<file path="config.mk">
export PLATFORM = sky130hd
export DESIGN_NAME = window_reader
export DESIGN_NICKNAME = d
export VERILOG_FILES = /design/src/rtl/window_reader.sv
export SDC_FILE = /design/constraint.sdc
export NUM_CORES = 1
export LEC_CHECK = 0
export BUFFER_PORTS_ARGS = -buffer_cell sky130_fd_sc_hd__buf_2
export CORE_AREA = 5 5 403 405
export CTS_BUF_LIST = sky130_fd_sc_hd__clkbuf_8
export CTS_CLUSTER_SIZE = 16
export DETAILED_ROUTE_END_ITERATION = 6
export DIE_AREA = 0 0 408 410
export GPL_TIMING_DRIVEN = 0
export PLACE_DENSITY_LB_ADDON = 0.25
export SYNTH_ARGS = -nofsm -noshare
export SYNTH_HDL_FRONTEND = slang
export SYNTH_SLANG_ARGS = --single-unit
</file>
<file path="constraint.sdc">
create_clock -name clk_in -period 101.5 [get_ports clk_in]
set_input_delay 20.3 -clock clk_in [delete_from_list [all_inputs] [get_ports clk_in]]
set_output_delay 20.3 -clock clk_in [all_outputs]
set_load 0.05 [all_outputs]
</file>
<file path="src/rtl/window_reader.sv">
`default_nettype none
// ============================================================================
// window_reader : snapshots the circular sample window, streams it oldest-first
// Revision      : 1.0
// ============================================================================
module window_reader #(
  parameter int SAMPLES_SIZE = 64,
  parameter int WIDTH        = 16
) (
  input  logic                    clk_in,
  input  logic                    rst_n_in,
  input  logic                    start_in,
  input  logic signed [WIDTH-1:0] sample_in [SAMPLES_SIZE],
  input  logic [((SAMPLES_SIZE > 1) ? $clog2(SAMPLES_SIZE) : 1)-1:0] offset_in,
  output logic signed [WIDTH-1:0] sample_out,
  output logic                    valid_out,
  input  logic                    ready_in,
  output logic                    last_out,
  output logic                    busy_out,
  output logic                    done_out
);

  localparam int IW = (SAMPLES_SIZE > 1) ? $clog2(SAMPLES_SIZE) : 1;
  localparam logic [IW-1:0] c_LAST_IDX = IW'(SAMPLES_SIZE - 1);
  localparam logic          c_SINGLE   = (SAMPLES_SIZE == 1);

  typedef enum logic [0:0] {
    S_IDLE   = 1'b0,
    S_STREAM = 1'b1
  } state_t;

  state_t                  r_state, w_state_nxt;
  logic signed [WIDTH-1:0] r_snap [SAMPLES_SIZE];
  logic [IW-1:0]           r_base, w_base_nxt;
  logic [IW-1:0]           r_idx, w_idx_nxt;
  logic signed [WIDTH-1:0] r_sample, w_sample_nxt;
  logic                    r_valid, w_valid_nxt;
  logic                    r_last, w_last_nxt;
  logic                    r_busy, w_busy_nxt;
  logic                    r_done, w_done_nxt;
  logic                    w_capture;
  logic                    w_hs;
  logic [IW-1:0]           w_idx_inc;
  logic [IW-1:0]           w_addr;

  assign w_hs      = r_valid & ready_in;
  assign w_idx_inc = r_idx + IW'(1);
  // Natural IW-bit wrap walks the ring from the oldest entry.
  assign w_addr    = r_base + w_idx_inc;

  always_comb begin
    w_state_nxt  = r_state;
    w_base_nxt   = r_base;
    w_idx_nxt    = r_idx;
    w_sample_nxt = r_sample;
    w_valid_nxt  = r_valid;
    w_last_nxt   = r_last;
    w_busy_nxt   = r_busy;
    w_done_nxt   = 1'b0;
    w_capture    = 1'b0;

    case (r_state)
      S_IDLE: begin
        w_valid_nxt = 1'b0;
        w_busy_nxt  = 1'b0;
        if (start_in) begin
          // First sample bypasses the snapshot so it is valid next cycle.
          w_capture    = 1'b1;
          w_base_nxt   = offset_in;
          w_idx_nxt    = '0;
          w_sample_nxt = sample_in[offset_in];
          w_valid_nxt  = 1'b1;
          w_busy_nxt   = 1'b1;
          w_last_nxt   = c_SINGLE;
          w_state_nxt  = S_STREAM;
        end
      end
      S_STREAM: begin
        if (w_hs) begin
          if (r_idx == c_LAST_IDX) begin
            w_valid_nxt = 1'b0;
            w_last_nxt  = 1'b0;
            w_busy_nxt  = 1'b0;
            w_done_nxt  = 1'b1;
            w_state_nxt = S_IDLE;
          end else begin
            w_idx_nxt    = w_idx_inc;
            w_sample_nxt = r_snap[w_addr];
            w_last_nxt   = (w_idx_inc == c_LAST_IDX);
          end
        end
      end
      default: w_state_nxt = S_IDLE;
    endcase
  end

  always_ff @(posedge clk_in) begin
    if (!rst_n_in) begin
      r_state  <= S_IDLE;
      r_base   <= '0;
      r_idx    <= '0;
      r_sample <= '0;
      r_valid  <= 1'b0;
      r_last   <= 1'b0;
      r_busy   <= 1'b0;
      r_done   <= 1'b0;
    end else begin
      r_state  <= w_state_nxt;
      r_base   <= w_base_nxt;
      r_idx    <= w_idx_nxt;
      r_sample <= w_sample_nxt;
      r_valid  <= w_valid_nxt;
      r_last   <= w_last_nxt;
      r_busy   <= w_busy_nxt;
      r_done   <= w_done_nxt;
    end
  end

  // Snapshot storage carries no reset; it is always rewritten before use.
  always_ff @(posedge clk_in) begin
    if (rst_n_in && w_capture) begin
      for (int i = 0; i < SAMPLES_SIZE; i++) begin
        r_snap[i] <= sample_in[i];
      end
    end
  end

  assign sample_out = r_sample;
  assign valid_out  = r_valid;
  assign last_out   = r_last;
  assign busy_out   = r_busy;
  assign done_out   = r_done;

endmodule
`default_nettype wire
</file>
## Yosys cells after proc, flatten, opt, wreduce, memory -nomap -nowiden

Memories as Yosys holds them, arrays and structs flattened.
Cells that the tools add are included.

- $add $sub $neg: 2
- $lt $le $gt $ge: 1
- Eq/ne operators: 6
- Multiplexer cells: 26
- Bitwise logic cells: 3
- Reduce and logical (&&, ||, !) cells: 6

Operators with widths:

| operator | number |
|---|---|
| 16-bit binary-select mux with 6-bit select | 1 |
| 16-bit two-way mux | 5 |
| 16-bit one-hot mux with 2 select lines | 1 |
| 6-bit two-way mux | 3 |
| 6-bit equality test, second input constant | 2 |
| 1-bit two-way mux | 12 |
| 6-bit one-hot mux with 2 select lines | 1 |
| 7-bit greater-or-equal comparator, second input constant | 1 |
| 6-bit inverter with 7-bit output | 1 |
| 6-bit by 1-bit adder with 6-bit output, second input constant | 1 |
| 6-bit adder | 1 |
| 1-bit one-hot mux with 2 select lines | 3 |
| 2-bit AND reduction | 3 |
| 3-bit AND reduction | 2 |
| 2-bit by 1-bit != test with 1-bit output, second input constant | 2 |
| 2-bit != test, second input constant | 2 |
| 1-bit bitwise AND | 1 |
| 1-bit logical AND | 1 |
| 1-bit inverter | 1 |

- Register bits: 32
- Bits in writable memories: 1024
- Output and inout bits: 20
- Memories kept: 1

Memory list:

| memory | depth | bits a word | rd ports | clocked after Yosys merged registers in | wr ports | line | RTL |
|---|---|---|---|---|---|---|---|
| r_snap | 64 | 16 | 1 | 0 | 64 | 33 | `logic signed [WIDTH-1:0] r_snap [SAMPLES_SIZE];` |

## Depth between registers and ports, before layout

Gate-level depths: netlist of the first run.

- Depth in word-level cells: 6
- Mapped depth: 11
- Gate-level depth less buffers: 10

## Worst setup path before layout of the first run

Ideal clock, no wire load.

- Path kind: input-to-reg
- Start point: in rst_n_in
- End point: mem r_snap[0][0] (enable)
- Arrival: 62974 ps
- Path slack: 36077 ps
- Stages on the path: 3
- Cells stage by stage: inv_1 clkbuf_1 nor2_1

RTL lines:

| item | line | RTL |
|---|---|---|
| start: declaration | 11 | `input logic rst_n_in,` |
| end: declaration | 33 |  |

## Final worst setup path of the first run

- Start point: in offset_in[2] in the netlist's numbering
- End point: reg r_sample[11] (netlist: sample_out[11])

- Cells in the longest elaborated chain, start to end: 6

Ends and longest elaborated chain:

| item | line | RTL |
|---|---|---|
| start: declaration | 14 | `input logic [((SAMPLES_SIZE > 1) ? $clog2(SAMPLES_SIZE) : 1)-1:0] offset_in,` |
| 6-bit inverter with 7-bit output (implied by the code) | 71 | `w_sample_nxt = sample_in[offset_in];` |
| 16-bit binary-select mux with 6-bit select | 71 |  |
| 16-bit two-way mux (implied by the code) (2 in series) | 71 |  |
| 16-bit two-way mux | 66 | `if (start_in) begin` |
| 16-bit one-hot mux with 2 select lines | 62 | `case (r_state)` |
| end signal: assignment | 111 | `r_sample <= w_sample_nxt;` |
| end: declaration | 36 | `logic signed [WIDTH-1:0] r_sample, w_sample_nxt;` |

Every way passes these cells. The select of a mux whose other input is x is not followed.
A chain may end at the register's enable or synchronous reset.

==> results.toml, run 1 <==
[status]
status = "finished with violations"
violations = "capacitance limit, slew limit"

[cts]
path_clk_slew_ps = 60
numCtsBuffers = 187
cts_setup_buffers = 0
clock_sinks = 1056
clockBufferDepth = 3
cts.htree.levels = 4
root_buffer = "clkbuf_8"
clk_latency_ps = 890
cts.repair.resized = 0
cts_tree = "yes"
holdBufCountCts = 0

[global_route]
grt_pass1_vias = 34200
antenna_found_initial = 172
grt_use_total_pct = 28.1
grt_pass1_wl_mm = 312
grt_max_degree = 37
grt_overflow = 0

[place]
hpwlAfterDp_mm = 193
gp_congestion = 0.938
dp_cells = 5583
port_buffers = 1050
placed_area_sq_um = 57500

[critical_path]
timing.critical_path.cells = "clkbuf_1 > buf_2 > buf_1 > clkbuf_1 > a211oi_1 > nor4_1 > nor3_1 > a31oi_1"
crit_type = "in -> reg"
cpMostUsedCell = "clkbuf_1"
slowest_delay_ps = 1080
crit_arrival_ps = 25310
rr_worst_depth = 11
cp.depth = 8
cp.buffers_inverters = 4
required_ps = 102280
crit_fanout = 10
cp-startpoint = "offset_in[2]"
cp-start-kind = "input port"
cp_slowest_cell = "nor4_1"
critPathTopFamily = "buffers and inverters"
endpoint_kind = "flop"
r2r_start = "r_idx[0]"

[route]
finalWirelength_mm = 243
met1_length_mm = 84.7
vias_per_cell = 5.53
drc = 0
wl_per_cell_um = 40.2
routed-via-count = 33300
wl_met2_mm = 125
highest_layer = "met5"
met3_length_mm = 23.5
postRouteAntennaNets = 0
drtIter0Drc = 3647
firstDrtPassIters = 5

[cells_and_area]
fillerInstances = 14900
multi_input_area_sq_um = 16500
register_area_sq_um = 31400
fin_nets = 4742
syn_to_final_growth_pct = 25.4
fin_area_sq_um = 61200
utilization_pct = 38.7
finalNonFillerCells = 6031
drive_gt1_share_pct = 52.2

[synth]
yosys-top-cells-area = "edfxtp_1, mux4_2, mux2i_1"
syn-mean-instance-area_sq_um = 20.2
synth_top_flop_cell = "edfxtp_1"
yosysWarnings = 0
synth_nets = 3464
synthDistinctLibCells = 43
ys_seq_area_share_pct = 64.3
synth_edf_count = 1024
syn-cell-area_sq_um = 48800
post-synth-top-area-fraction_pct = 63.0
yosysTopAreaCell = "edfxtp_1"
synthTopCellsByCount = "edfxtp_1, mux4_2, mux2i_1"
synthArstFlopShare_pct = 0
synthCells = 2422
synth_most_common_cell = "edfxtp_1"
synth_seq_cells = 1056

[floorplanning]
fp.dieH_um = 410
coreArea_sq_um = 158000
initial_utilization_pct = 30.9
row_count = 146
io_pins = 1054
die_w_um = 408
fp.dieArea_sq_um = 167000

[timing]
report.final.slew_viol_count = 11
rsz0062_at_grt = "no"
fin_worst_skew_ps = 40.2
period_minus_slack_ps = 24530
maxSlewHeadroom_pct = -5.85
worst_pin_slew_ps = 1590
post-route-period-util_pct = 24.2
setup-violations-final = 0
fmax_mhz = 40.8
hold_viol = 0
fin_setup_tns_ps = 0

[hold_path]
worstHoldPathCells = 2
hold_class = "reg -> reg"
hold_path_startpoint = "r_base[3]"

[pwr]
pwr_density_cell_nw_per_um2 = 17.5
peakVddDrop_v = 0.0000107
leakagePower_uw = 0.0217
finalPower_uw = 1070

[run]
cap_violations = 3
layer usage:
metal	global-route usage (%)	vias to the layer above
li1	-	13300
met1	31.5	17500
met2	50.2	2009
met3	9.65	489
met4	9.07	82
met5	0	-
where the power goes:
group | leakage (uW) | internal [uW] | switching [uW]
Sequential | 0.00976 | 501 | 4.50
Combinational | 0.00998 | 73.9 | 114
Clock | 0.00195 | 186 | 191
flip-flops by register name (all words and copies together), names as in the netlist:
register and cells:
r_snap 1024, sample_out 16, r_base 6, r_idx 6, busy_out 1, done_out 1
last_out 1, r_state 1
worst paths after layout:
| kind | slack [ps] | endpoint |
|---|---|---|
| worst max register to register | 95730 | sample_out[6] |
| worst max-delay path | 76970 | sample_out[11] |
| worst min register to register | 470 | r_base[3] |
| worst min-delay path | 470 | r_base[3] |
final cells by class:
class | count | area share (%)
Sequential cell | 1056 | 51.3
Multi-Input combinational cell | 1171 | 26.9
Timing Repair Buffer | 1089 | 9.91
Clock buffer | 190 | 4.27
Tap cell | 2072 | 4.24
Buffer | 189 | 1.55
Clock inverter | 151 | 1.37
Antenna cell | 107 | 0.437
Inverter | 6 | 0.0368
worst min-delay path, stage by stage (launching register included):
cell	delay (ps)
dfxtp_1	320
nand2_1	50
a21oi_1	50
stage by stage:
step	setup WS (ps)	hold slack [ps]
5_1_grt	77080	474
4_1_cts	77350	464
3_3_place_gp	16130	455
6_report	76970	465
3_5_place_dp	76340	454
2_1_floorplan	36080	437
kinds of logic (layout without fill, tap and decap cells):
kind of cell / count (synthesis) / after routing / share of synthesized area, %
adders and majority gates: 8 / 8 / 0.220
muxes: 755 / 755 / 28.3
and+or+nand+nor: 168 / 168 / 1.76
other: 0 / 107 / 0
xor gates and xnor gates: 6 / 6 / 0.136
DFF: 1056 / 1056 / 64.3
AOI/OAI and AO/OA: 234 / 234 / 3.26
buffers and inverters: 195 / 1625 / 1.98
cell usage in the layout (no fill, tap or decap), types with 7 or more instances in the layout:
master / instances
edfxtp_1: 1024
mux4_2: 492
dfxtp_1: 32
nor2b_1: 30
buf_1: 10
nor2_1: 14
nand3_1: 10
a22oi_1: 72
clkinv_2: 17
clkinv_1: 63
inv_1: 58
o2111ai_1: 30
buf_4: 28
diode_2: 107
mux2_2: 91
buf_2: 1115
a21oi_1: 35
buf_12: 32
clkbuf_1: 75
o21ai_0: 21
nor4_1: 17
clkbuf_8: 190
nor3_1: 31
a211oi_1: 19
mux2i_1: 170
a31oi_1: 19
ha_1: 7
nand2_1: 47
o22ai_1: 32
No activity file was read; power rests on OpenSTA's default activity.
==> inputs of run 2 (changes only) <==
clock period = 24.8 ns   (was 101.5 ns; I/O delays follow)
==> run 2 against run 1 <==
The run now ends clean. Worst hold slack worse by 4.9 ps. Sequential cell count stayed put. Register-to-register slack worse by 76000 ps. Design area grew 0.35%. First-iteration DRC count rose by 7.7%. Clock-buffer cell count up 5. Combinational power grew to 4.0 times the previous value. Sequential power grew to 4.1 times the previous value. Total power rose to 4.2 times the previous value. Cell count about the same. Setup slack got worse by 61000 ps.
==> results.toml, run 2 (same netlist as run 1, synthesis figures left out) <==
[status]
status = "complete, no violations"

[route]
vias_per_cell = 5.51
finalWirelength_mm = 244
firstDrtPassIters = 6
postRouteAntennaNets = 0
routed-via-count = 33300
wl_per_cell_um = 40.4
drtIter0Drc = 3929
drc = 0

[floorplanning]
initial_utilization_pct = 30.9
die_w_um = 408
fp.dieArea_sq_um = 167000
fp.dieH_um = 410
row_count = 146
io_pins = 1054
coreArea_sq_um = 158000

[cts]
cts.repair.resized = 0
clk_latency_ps = 950
cts.htree.levels = 4
clockBufferDepth = 3
path_clk_slew_ps = 60
cts_setup_buffers = 0
clock_sinks = 1056
root_buffer = "clkbuf_8"
holdBufCountCts = 0
numCtsBuffers = 188
cts_tree = "yes"

[cells_and_area]
drive_gt1_share_pct = 52.8
largest_reg_flops = 1024
mostFrequentLayoutCell = "buf_2"
utilization_pct = 38.9
fin_nets = 4742
finalNonFillerCells = 6036
syn_to_final_growth_pct = 25.8
final_cell_mix = "buf_2, edfxtp_1, mux4_2"
fin_area_sq_um = 61400
largest_register = "r_snap"
fillerInstances = 14800

[global_route]
antenna_found_initial = 194
grt_use_total_pct = 28.4
grt_max_degree = 37
grt_pass1_wl_mm = 313
grt_overflow = 0
grt_pass1_vias = 34200

[pwr]
sw_frac_of_total_pct = 28.6
pwr-share-seq_pct = 46.5
p_sw_uw = 1270
pwr_density_cell_nw_per_um2 = 72.4
leakagePower_uw = 0.0218
intPower_uw = 3170
clockPowerShare_pct = 36.4
p_comb_share_pct = 17.1
peakVddDrop_v = 0.0000493
finalPower_uw = 4440

[place]
placed_area_sq_um = 57500
dp_cells = 5582
gp_congestion = 0.976
port_buffers = 1050
hpwlAfterDp_mm = 194

[timing]
maxSlewHeadroom_pct = 0.616
fmax_mhz = 112
rsz0062_at_grt = "no"
worst_pin_slew_ps = 1490
post-route-period-util_pct = 36.1
setup-violations-final = 0
period_minus_slack_ps = 8940
report.final.slew_viol_count = 0
fin_setup_tns_ps = 0
fin_worst_skew_ps = 66.5
hold_viol = 0

[critical_path]
required_ps = 25620
endpoint_kind = "flop"
cp-start-kind = "input port"
crit_arrival_ps = 9760
crit_type = "in -> reg"
crit_fanout = 10
rr_worst_depth = 11

[run]
cap_violations = 0

[hold_path]
hold_class = "reg -> reg"
worstHoldPathCells = 2
[run 2: cell count changes in the layout (fill, tap and decap cells not counted), sizes merged]
| cell | change |
|---|---|
| clkinv | -12 |
| clkbuf | +5 |
| buf | -1 |
| inv | +1 |
| bufinv | +4 |
| diode | +8 |
[run 2: per-layer routing]
layer	up-vias	global-route usage, %	share of wire (%)
met2	2054	49.1	51
met4	110	12.3	4.7
met3	535	10.3	10
met5	-	0	0.27
met1	17300	31.5	35
li1	13300	-	-
[run 2: stage by stage]
step | hold slack [ps] | worst slack [ps]
after floorplan | 437 | 3820
after detailed placement | 454 | 15090
after CTS | 462 | 16140
after global routing | 479 | 15890
after global placement | 455 | -3400
final | 460 | 15860
[run 2: layout make-up]
cell class | instances | area [sq um] | area share, %
multi-input cells | 1171 | 16500 | 26.8
diodes | 115 | 288 | 0.469
flip-flops and latches | 1056 | 31400 | 51.1
clock buffers | 195 | 2680 | 4.37
plain buffers | 189 | 953 | 1.55
repair buffers | 1088 | 6090 | 9.91
well taps | 2072 | 2590 | 4.22
inverters | 6 | 22.5 | 0.0367
clock inverters | 144 | 937 | 1.53
[run 2: final timing paths]
check | from | endpoint | slack [ps]
worst max register to register | r_idx[0] | sample_out[9] | 19320
worst max-delay path | offset_in[2] | sample_out[12] | 15860
worst min register to register | r_base[4] | r_base[4] | 460
worst min-delay path | r_base[4] | r_base[4] | 460
[run 2: worst max-delay path: stages]
cell	delay, ps
clkbuf_1	410
buf_2	700
buf_1	910
clkbuf_1	880
a211oi_1	530
nor4_1	1000
nor3_2	110
a31oi_1	190
[run 2: power groups by stage]
| stage | clock network [uW] | logic [uW] | registers (uW) |
|---|---|---|---|
| after floorplan | 0 | 350 | 2150 |
| after global placement | 0 | 745 | 2170 |
| after detailed placement | 0 | 767 | 2100 |
| after CTS | 1660 | 769 | 2070 |
| after global routing | 1730 | 787 | 2070 |
| final | 1620 | 759 | 2070 |
